[config.mk]
export PLATFORM = sky130hd
export DESIGN_NAME = hub75_scan_driver
export DESIGN_NICKNAME = d
export VERILOG_FILES = /design/src/rtl/hub75_pkg.sv /design/src/rtl/hub75_timer.sv /design/src/rtl/hub75_scan_driver.sv
export SDC_FILE = /design/constraint.sdc
export NUM_CORES = 1
export LEC_CHECK = 0
export BUFFER_PORTS_ARGS = -buffer_cell sky130_fd_sc_hd__buf_2
export CORE_MARGIN = 1.5
export CORE_UTILIZATION = 48
export DETAILED_ROUTE_END_ITERATION = 10
export GPL_TIMING_DRIVEN = 0
export PLACE_DENSITY = 0.74
export SKIP_CTS_REPAIR_TIMING = 1
export SLEW_MARGIN = 30
export SYNTH_ARGS = -nofsm -noshare
export SYNTH_HDL_FRONTEND = slang
export SYNTH_SLANG_ARGS = --single-unit
[constraint.sdc]
create_clock -name CLOCK_50 -period 2.3 [get_ports CLOCK_50]
set_clock_uncertainty 0.2 [all_clocks]
set_input_delay 0.115 -clock CLOCK_50 [delete_from_list [all_inputs] [get_ports CLOCK_50]]
set_output_delay 0.115 -clock CLOCK_50 [all_outputs]
set_load 0.1 [all_outputs]
[src/rtl/hub75_pkg.sv]
// hub75_pkg: scan-engine state encoding and counter width helpers for hub75_scan_driver.
package hub75_pkg;
  typedef enum logic [2:0] {IDLE, FETCH, LOAD, SHIFT_LO, SHIFT_HI, BLANK, LATCH, DISPLAY} state_t;
  function automatic int col_w(int cols);
    return cols > 1 ? $clog2(cols) : 1;
  endfunction
  function automatic int row_w(int addr_w);
    return addr_w > 0 ? addr_w : 1;
  endfunction
  function automatic int plane_w(int depth);
    return depth > 1 ? $clog2(depth) : 1;
  endfunction
  function automatic int dur_w(int base_on, int depth, int clk_div, int lat_cyc);
    int m;
    m = base_on << (depth - 1);
    m = clk_div > m ? clk_div : m;
    m = lat_cyc > m ? lat_cyc : m;
    return $clog2(m + 1);
  endfunction
endpackage

[src/rtl/hub75_timer.sv]
// hub75_timer: loadable down-counter; done marks the last cycle of the loaded interval.
module hub75_timer #(
  parameter int W = 8
) (
  input  logic         clk,
  input  logic         rst_n,
  input  logic         load,
  input  logic [W-1:0] value,
  output logic         done
);
  logic [W-1:0] cnt;
  always_ff @(posedge clk)
    if (!rst_n) cnt <= '0;
    else if (load) cnt <= value;
    else if (cnt != '0) cnt <= cnt - 1'b1;
  assign done = cnt == '0;
endmodule

[src/rtl/hub75_scan_driver.sv]
// hub75_scan_driver: HUB75 scan engine shifting two half-panel rows per line from a framebuffer.
// Define HUB75_BCM_EN to show every bit-plane with binary-weighted on-time; otherwise only the MSB plane.
module hub75_scan_driver
  import hub75_pkg::*;
#(
  parameter int COLS    = 64,
  parameter int ADDR_W  = 4,
  parameter int DEPTH   = 4,
  parameter int CLK_DIV = 2,
  parameter int LAT_CYC = 2,
  parameter int BASE_ON = 64
) (
  input  logic                           CLOCK_50,
  input  logic                           rst_n,
  input  logic                           enable,
  output logic                           pix_rd,
  output logic [ADDR_W+$clog2(COLS)-1:0] pix_addr,
  input  logic [3*DEPTH-1:0]             pix_rgb1,
  input  logic [3*DEPTH-1:0]             pix_rgb2,
  output logic [2:0]                     hub_rgb1,
  output logic [2:0]                     hub_rgb2,
  output logic                           hub_clk,
  output logic                           hub_lat,
  output logic                           hub_oe_n,
  output logic [ADDR_W-1:0]              hub_addr,
  output logic                           frame_start
);
  localparam int CW = col_w(COLS);
  localparam int RW = row_w(ADDR_W);
  localparam int PW = plane_w(DEPTH);
  localparam int DW = dur_w(BASE_ON, DEPTH, CLK_DIV, LAT_CYC);
  state_t state;
  logic [CW-1:0] col;
  logic [RW-1:0] row, row_nxt;
  logic [PW-1:0] plane;
  logic [DW-1:0] dur;
  logic [2:0][DEPTH-1:0] ch1, ch2;
  logic last_plane, last_col, done;
`ifdef HUB75_BCM_EN
  assign last_plane = plane == PW'(DEPTH - 1);
`else
  assign plane = PW'(DEPTH - 1);
  assign last_plane = 1'b1;
`endif
  assign last_col = col == CW'(COLS - 1);
  assign row_nxt = last_plane ? row + 1'b1 : row;
  assign ch1 = pix_rgb1;
  assign ch2 = pix_rgb2;
  // Timer holds the length of the state being entered; it reloads on every done, i.e. every transition.
  assign dur = (state == LOAD || state == SHIFT_LO) ? DW'(CLK_DIV - 1)
             : (state == SHIFT_HI && last_col) ? DW'(1)
             : state == BLANK ? DW'(LAT_CYC - 1)
             : state == LATCH ? DW'((BASE_ON << plane) - 1) : '0;
  hub75_timer #(.W(DW)) u_timer (
    .clk(CLOCK_50),
    .rst_n,
    .load(done),
    .value(dur),
    .done
  );
  always_ff @(posedge CLOCK_50)
    if (!rst_n) begin
      state <= IDLE;
      col <= '0;
      row <= '0;
`ifdef HUB75_BCM_EN
      plane <= '0;
`endif
      pix_rd <= 1'b0;
      pix_addr <= '0;
      hub_rgb1 <= '0;
      hub_rgb2 <= '0;
      hub_clk <= 1'b0;
      hub_lat <= 1'b0;
      hub_oe_n <= 1'b1;
      hub_addr <= '0;
      frame_start <= 1'b0;
    end else begin
      pix_rd <= 1'b0;
      frame_start <= 1'b0;
      if (done) case (state)
        IDLE: if (enable) begin
          state <= FETCH;
          col <= '0;
          row <= '0;
`ifdef HUB75_BCM_EN
          plane <= '0;
`endif
          pix_rd <= 1'b1;
          pix_addr <= '0;
          frame_start <= 1'b1;
        end
        FETCH: state <= LOAD;
        LOAD: begin
          state <= SHIFT_LO;
          hub_rgb1 <= {ch1[2][plane], ch1[1][plane], ch1[0][plane]};
          hub_rgb2 <= {ch2[2][plane], ch2[1][plane], ch2[0][plane]};
        end
        SHIFT_LO: begin
          state <= SHIFT_HI;
          hub_clk <= 1'b1;
        end
        SHIFT_HI: begin
          hub_clk <= 1'b0;
          if (last_col) begin
            state <= BLANK;
            hub_addr <= row;
          end else begin
            state <= FETCH;
            col <= col + 1'b1;
            pix_rd <= 1'b1;
            pix_addr <= {row, col + 1'b1};
          end
        end
        BLANK: begin
          state <= LATCH;
          hub_lat <= 1'b1;
        end
        LATCH: begin
          state <= DISPLAY;
          hub_lat <= 1'b0;
          hub_oe_n <= 1'b0;
        end
        DISPLAY: begin
          hub_oe_n <= 1'b1;
          col <= '0;
          row <= row_nxt;
`ifdef HUB75_BCM_EN
          plane <= last_plane ? '0 : plane + 1'b1;
`endif
          if (enable) begin
            state <= FETCH;
            pix_rd <= 1'b1;
            pix_addr <= {row_nxt, CW'(0)};
            frame_start <= last_plane && row == '1;
          end else state <= IDLE;
        end
      endcase
    end
endmodule
Word level (Yosys, flattened, before mapping)
Index checks and enable logic that the tools add are counted.

storage, ports and cells
  bits in registers = 48
  bits of input ports = 27

cells by class
  add/subtract/negate cells = 3
  equality and inequality tests = 12
  muxes and demuxes = 27
  reduce and logical (&&, ||, !) cells = 22

operator list
  operator                                              count
  two-way mux 10 bit                                    5
  two-way mux 9 bit                                     4
  case mux 10 bit (3 select lines)                      1
  case mux 3 bit (8 select lines)                       1
  case mux 6 bit (3 select lines)                       1
  equality test 3 bit (second input constant)           4
  two-way mux 6 bit                                     2
  AND reduction 2 bit                                   6
  zero test 10 bit                                      1
  case mux 1 bit (2 select lines)                       5
  nonzero test 10 bit                                   1
  nonzero test 2 bit                                    5
  subtractor 10 x 1 -> 10 bit (second input constant)   1
  case mux 4 bit (2 select lines)                       1
  adder 6 x 1 -> 6 bit (second input constant)          1
  equality test 3 x 2 -> 1 bit (second input constant)  2
  equality test 6 bit (second input constant)           1
  two-way mux 3 bit                                     2
  != test 2 bit (second input constant)                 3
  AND reduction 3 bit                                   2
  AND reduction 5 bit                                   1
  adder 4 x 1 -> 4 bit (second input constant)          1
  equality test 4 bit (second input constant)           1
  two-way mux 1 bit                                     4
  other kinds (8)                                       8

Depth between registers and ports, before layout
  depth after elaboration = 6
  mapped depth = 9

Cells and area by module
A second synthesis with hierarchy kept.

second synthesis, totals
  cell total of the unflattened synthesis = 292
  area total of the unflattened synthesis = 2454.9 um2

by module, submodules not included
  module             instances  cells an instance  area an instance (um2)
  hub75_scan_driver  1          227                1881.8
  hub75_timer        1          65                 573.0

Least setup slack after synthesis
Ideal clock, no wire load.

  path kind = register to register
  start point = reg u_timer.cnt[0]
  end point = reg pix_addr[5]
  library setup time = 70 ps
  arrival time = 2220 ps
  setup slack = -190 ps
  cell stages (with the launch flop) = 9
  buffers on the path = 1
  clock period less this slack = 2490 ps
  cell sequence = dfxtp_1 -> inv_1 -> ha_1 -> or4b_4 -> or3_1 -> buf_2 -> a21o_4 -> or4_4 -> o21ai_1

on the way
  word-level cells in the longest chain between the ends = 2

RTL lines
  item                           line                      text
  from (decl)                    hub75_timer.sv:11         logic [W-1:0] cnt;
  from (signal assigned)         hub75_timer.sv:14         else if (load) cnt <= value;
  from (signal assigned)         hub75_timer.sv:15         else if (cnt != '0) cnt <= cnt - 1'b1;
  zero test 10 bit               hub75_timer.sv:16         assign done = cnt == '0;
  AND reduction 5 bit (no line)  --
  to (signal assigned)           hub75_scan_driver.sv:112  pix_addr <= {row, col + 1'b1};
  to (signal assigned)           hub75_scan_driver.sv:134  pix_addr <= {row_nxt, CW'(0)};
  to (decl)                      hub75_scan_driver.sv:17   output logic [ADDR_W+$clog2(COLS)-1:0] pix_addr,

Every way passes these cells.
A chain may end at the register's enable or synchronous reset.

Worst setup path in the final report
  start point = reg u_timer.cnt[0]
  end point = reg col[4]

on the way
  word-level cells in the longest chain between the ends = 2

RTL lines
  item                           line                      text
  zero test 10 bit               hub75_timer.sv:16
  AND reduction 4 bit (no line)  --
  to (signal assigned)           hub75_scan_driver.sv:110  col <= col + 1'b1;
  to (decl)                      hub75_scan_driver.sv:33   logic [CW-1:0] col;

Every way passes these cells.

==> results.tsv <==
stage	metric	value	unit
timing	worst slew pin tran	0.7355	ns
detailed_routing	DRC errors left	0	
timing	f_max	408.5	MHz
floorplanning	Initial Util	50.23	%
finish	layout cells sized above 1	25.86	%
setup_path	Buf+Inv Stages, Crit Path	1	
detailed_routing	Starting DRT DRC Count	156	
detailed_routing	WL/cell	14.42	um
setup_path	Crit Path Max Fanout	7	
timing	setup TNS	-1.219	ns
floorplanning	Core Box Area	4384	um2
timing	fin. max-slew vios	0	
place	IO buf count	32	
pwr	Lkg Pwr	1.194	nW
setup_path	CP Launch Point	u_timer.cnt[0]$_SDFF_PN0_	
yosys	Syn Nets	294	
min_path	hold wc startpoint	rst_n	
clock_tree	# H-tree levels	2	
status	failing checks	negative setup slack	
clock_tree	TritonCTS Buffers	5	
finish	area grow syn2layout	28.75	%
pwr	VDD IR-drop max	0.7964	mV
global_route	grt total ovfl	0	
timing	RSZ-0062 raised after global routing	yes	
floorplanning	Cell Rows	24	
global_route	GRT Overall Usage	19.61	%
setup_path	Critical Path End Type	flop	
place	Post-DP HPWL	3.494	mm
setup_path	crit-path cells	inv_2 > ha_4 > or4b_4 > or3_4 > a21o_4 > or4_1 > a21oi_1	
yosys	Synth cell types	42	
setup_path	CP top delay family	simple AND/OR/NAND/NOR gates	
finish	number of diodes	0	
detailed_routing	routed vias/inst	5.601	
finish	Multi-input gate area	1281	um2
detailed_routing	Pre-antenna DRT Iters	5	
timing	Tmin final	2.448	ns
timing	setup violators final	15	
floorplanning	die area	5003	um2
place	placed cells	348	
setup_path	max incr delay on CP	0.49	ns
finish	Post-layout nets	350	
floorplanning	Die Y-Extent	70.73	um
clock_tree	Worst-path clk slew	0.09	ns
setup_path	slowest CP cell	or4b_4	
finish	Filler cells	370	
setup_path	Crit Reg-Reg Startpoint	u_timer.cnt[0]$_SDFF_PN0_	
pwr	Pwr Density	1006	nW/um2
yosys	Synth Area per Inst	8.341	um2
timing	Fin. Hold Viols	0	
detailed_routing	aggregate routed wire length	5.378	mm
clock_tree	CTS Sinks	48	
yosys	yosys warns	0	
detailed_routing	via count	2089	
finish	Storage cell area	963.4	um2
yosys	sequential share of the synthesized area	43.64	%
status	outcome	complete, but fails checks	
finish	Finished Layout Cells	373	
global_route	largest net degree at the start of global routing	15	
yosys	Mapped Cells	264	
clock_tree	CTS Root Cell	clkbuf_8	
yosys	register bit total from synthesis	48	
clock_tree	clk_lat worst skew	0.31	ns
clock_tree	maximum clock path buffer count	2	
timing	Slew headroom	50.45	%
setup_path	Setup CP Type	flop to flop	
min_path	worst hold path class	primary input to flop	
setup_path	CP Launch Type	flop	
floorplanning	num ports	52	
clock_tree	CTS tree	yes	
place	GPL Wtd Cong	0.9392	
global_route	first-pass GRT wire length	7.872	mm
yosys	Synth Cell Area	2202	um2
global_route	initial antenna violation count	0	
floorplanning	chip width	70.73	um
setup_path	Req. time, crit path	2.34	ns
setup_path	Arr. time, crit path	2.49	ns
finish	final core occ	64.67	%
run	max_cap viols	0	
timing	setup slack after layout	-0.1477	ns
timing	period utilization	106.4	%
detailed_routing	post-route ant nets	0	
global_route	vias in the first global route	1726	
==> synth_stat cells <==
cell,number,area [um2]
nor2b_1,1,6.260
mux2i_1,12,120.1
nor3b_1,1,7.510
inv_1,4,15.01
a22oi_1,1,7.510
o21ai_1,1,5.000
a41o_1,1,10.01
or4_1,2,15.01
o31ai_1,1,7.510
nor3_1,8,40.04
a21o_4,1,15.01
a221o_1,1,10.01
nor4_1,2,12.51
nor4b_1,1,8.760
nor2_1,29,108.9
o221ai_1,1,8.760
dfxtp_1,48,960.9
or4b_4,1,13.76
or4b_1,1,10.01
nand2_1,30,112.6
a31oi_1,2,12.51
and3_1,2,12.51
buf_2,4,20.02
a21boi_0,2,15.01
xnor2_1,9,78.83
clkbuf_1,12,45.04
or3_1,5,31.28
xor2_1,4,35.03
a221oi_1,1,8.760
nand2b_1,1,6.260
o21ai_0,25,125.1
a211oi_1,3,22.52
nand3_1,18,90.09
or4_4,2,22.52
nand4_1,4,25.02
a41oi_1,1,8.760
buf_1,1,3.750
nand4b_1,2,17.52
nor3b_2,1,12.51
ha_1,3,37.54
o22ai_1,1,6.260
a21oi_1,14,70.07
==> stage by stage <==
stage | cell area (um2) | setup slack, ns | power (mW) | hold slack (ns)
6_report | 2835 | -0.1477 | 2.854 | 0.1084
5_1_grt | 2835 | -0.1997 | 3.006 | 0.1378
4_1_cts | 2556 | -0.5165 | 2.553 | -0.1597
3_5_place_dp | 2449 | -0.5013 | 1.957 | 0.1582
3_3_place_gp | 2449 | -0.4038 | 1.938 | 0.1452
2_1_floorplan | 2223 | -0.1320 | 1.763 | 0.05894
==> registers in the layout, summed over array words and instances, names as in the netlist, 3 cells and up <==
| register | cells |
|---|---|
| state | 3 |
| row | 4 |
| u_timer.cnt | 10 |
| hub_rgb2 | 3 |
| pix_addr | 10 |
| col | 6 |
| hub_rgb1 | 3 |
| hub_addr | 4 |
==> layout make-up <==
type / count / area share, %
well taps: 52 / 2.295
clock buffers: 6 / 2.560
clock inverters: 2 / 1.236
flip-flops and latches: 48 / 33.98
repair buffers: 52 / 11.74
inverters: 4 / 0.5296
plain buffers: 14 / 2.471
multi-input cells: 195 / 45.19
==> cell families (layout without fill, tap and decap cells) <==
kind of cell             count (synthesis)  in the layout  share of synthesized area (%)
buffers and inverters                   21             78                          3.806
XOR/XNOR                                13             13                          5.170
adder cells (fa/ha/maj)                  3              3                          1.705
AND/OR/NAND/NOR                        111            111                          25.11
multiplexers                            12             12                          5.455
flip-flops                              48             48                          43.64
AO/OA/AOI/OAI                           56             56                          15.11
==> final timing paths <==
check | endpoint | slack, ns | cells past startpoint
worst max-delay path | col[4]$_SDFFE_PN0P_ | -0.15 | 7
worst min-delay path | pix_rd$_SDFF_PN0_ | 0.11 | 3
worst max register to register | col[4]$_SDFFE_PN0P_ | -0.15 | 7
worst min register to register | pix_addr[2]$_SDFFE_PN0P_ | 0.25 | 2
==> cell usage in the layout, fill, tap and decap left out, types with 3 or more instances in the layout <==
cell type	instances
buf_6	3
nand2_1	29
dlygate4sd3_1	7
buf_2	35
nand3_1	15
a21oi_1	12
dfxtp_1	46
clkbuf_8	5
or3_1	3
nand4_1	4
xnor2_1	9
mux2i_1	12
o21ai_0	17
o21ai_1	7
xor2_1	4
nor2_1	29
clkbuf_1	9
buf_4	12
nor3_1	6
or4_4	3
==> power breakdown <==
part,switching [mW],internal [mW]
registers,0.0888,0.924
logic,0.707,0.532
clock network,0.279,0.323
total,1.07,1.78
==> worst reg2reg max path: stages, from the launching register on <==
cell     delay (ns)
dfxtp_2        0.34
inv_2          0.07
ha_4           0.13
or4b_4         0.49
or3_4          0.40
a21o_4         0.22
or4_1          0.39
a21oi_1        0.15
==> per-layer routing <==
| metal | global-route usage [%] | up-vias | share of wire [%] |
|---|---|---|---|
| met4 | 7.966 | 0 | 1.4 |
| met3 | 3.846 | 8 | 4.8 |
| met1 | 27.52 | 968 | 47 |
| li1 | - | 1049 | - |
| met5 | 0 | - | 0 |
| met2 | 29.70 | 64 | 46 |
No activity file was read; power rests on OpenSTA's default activity.
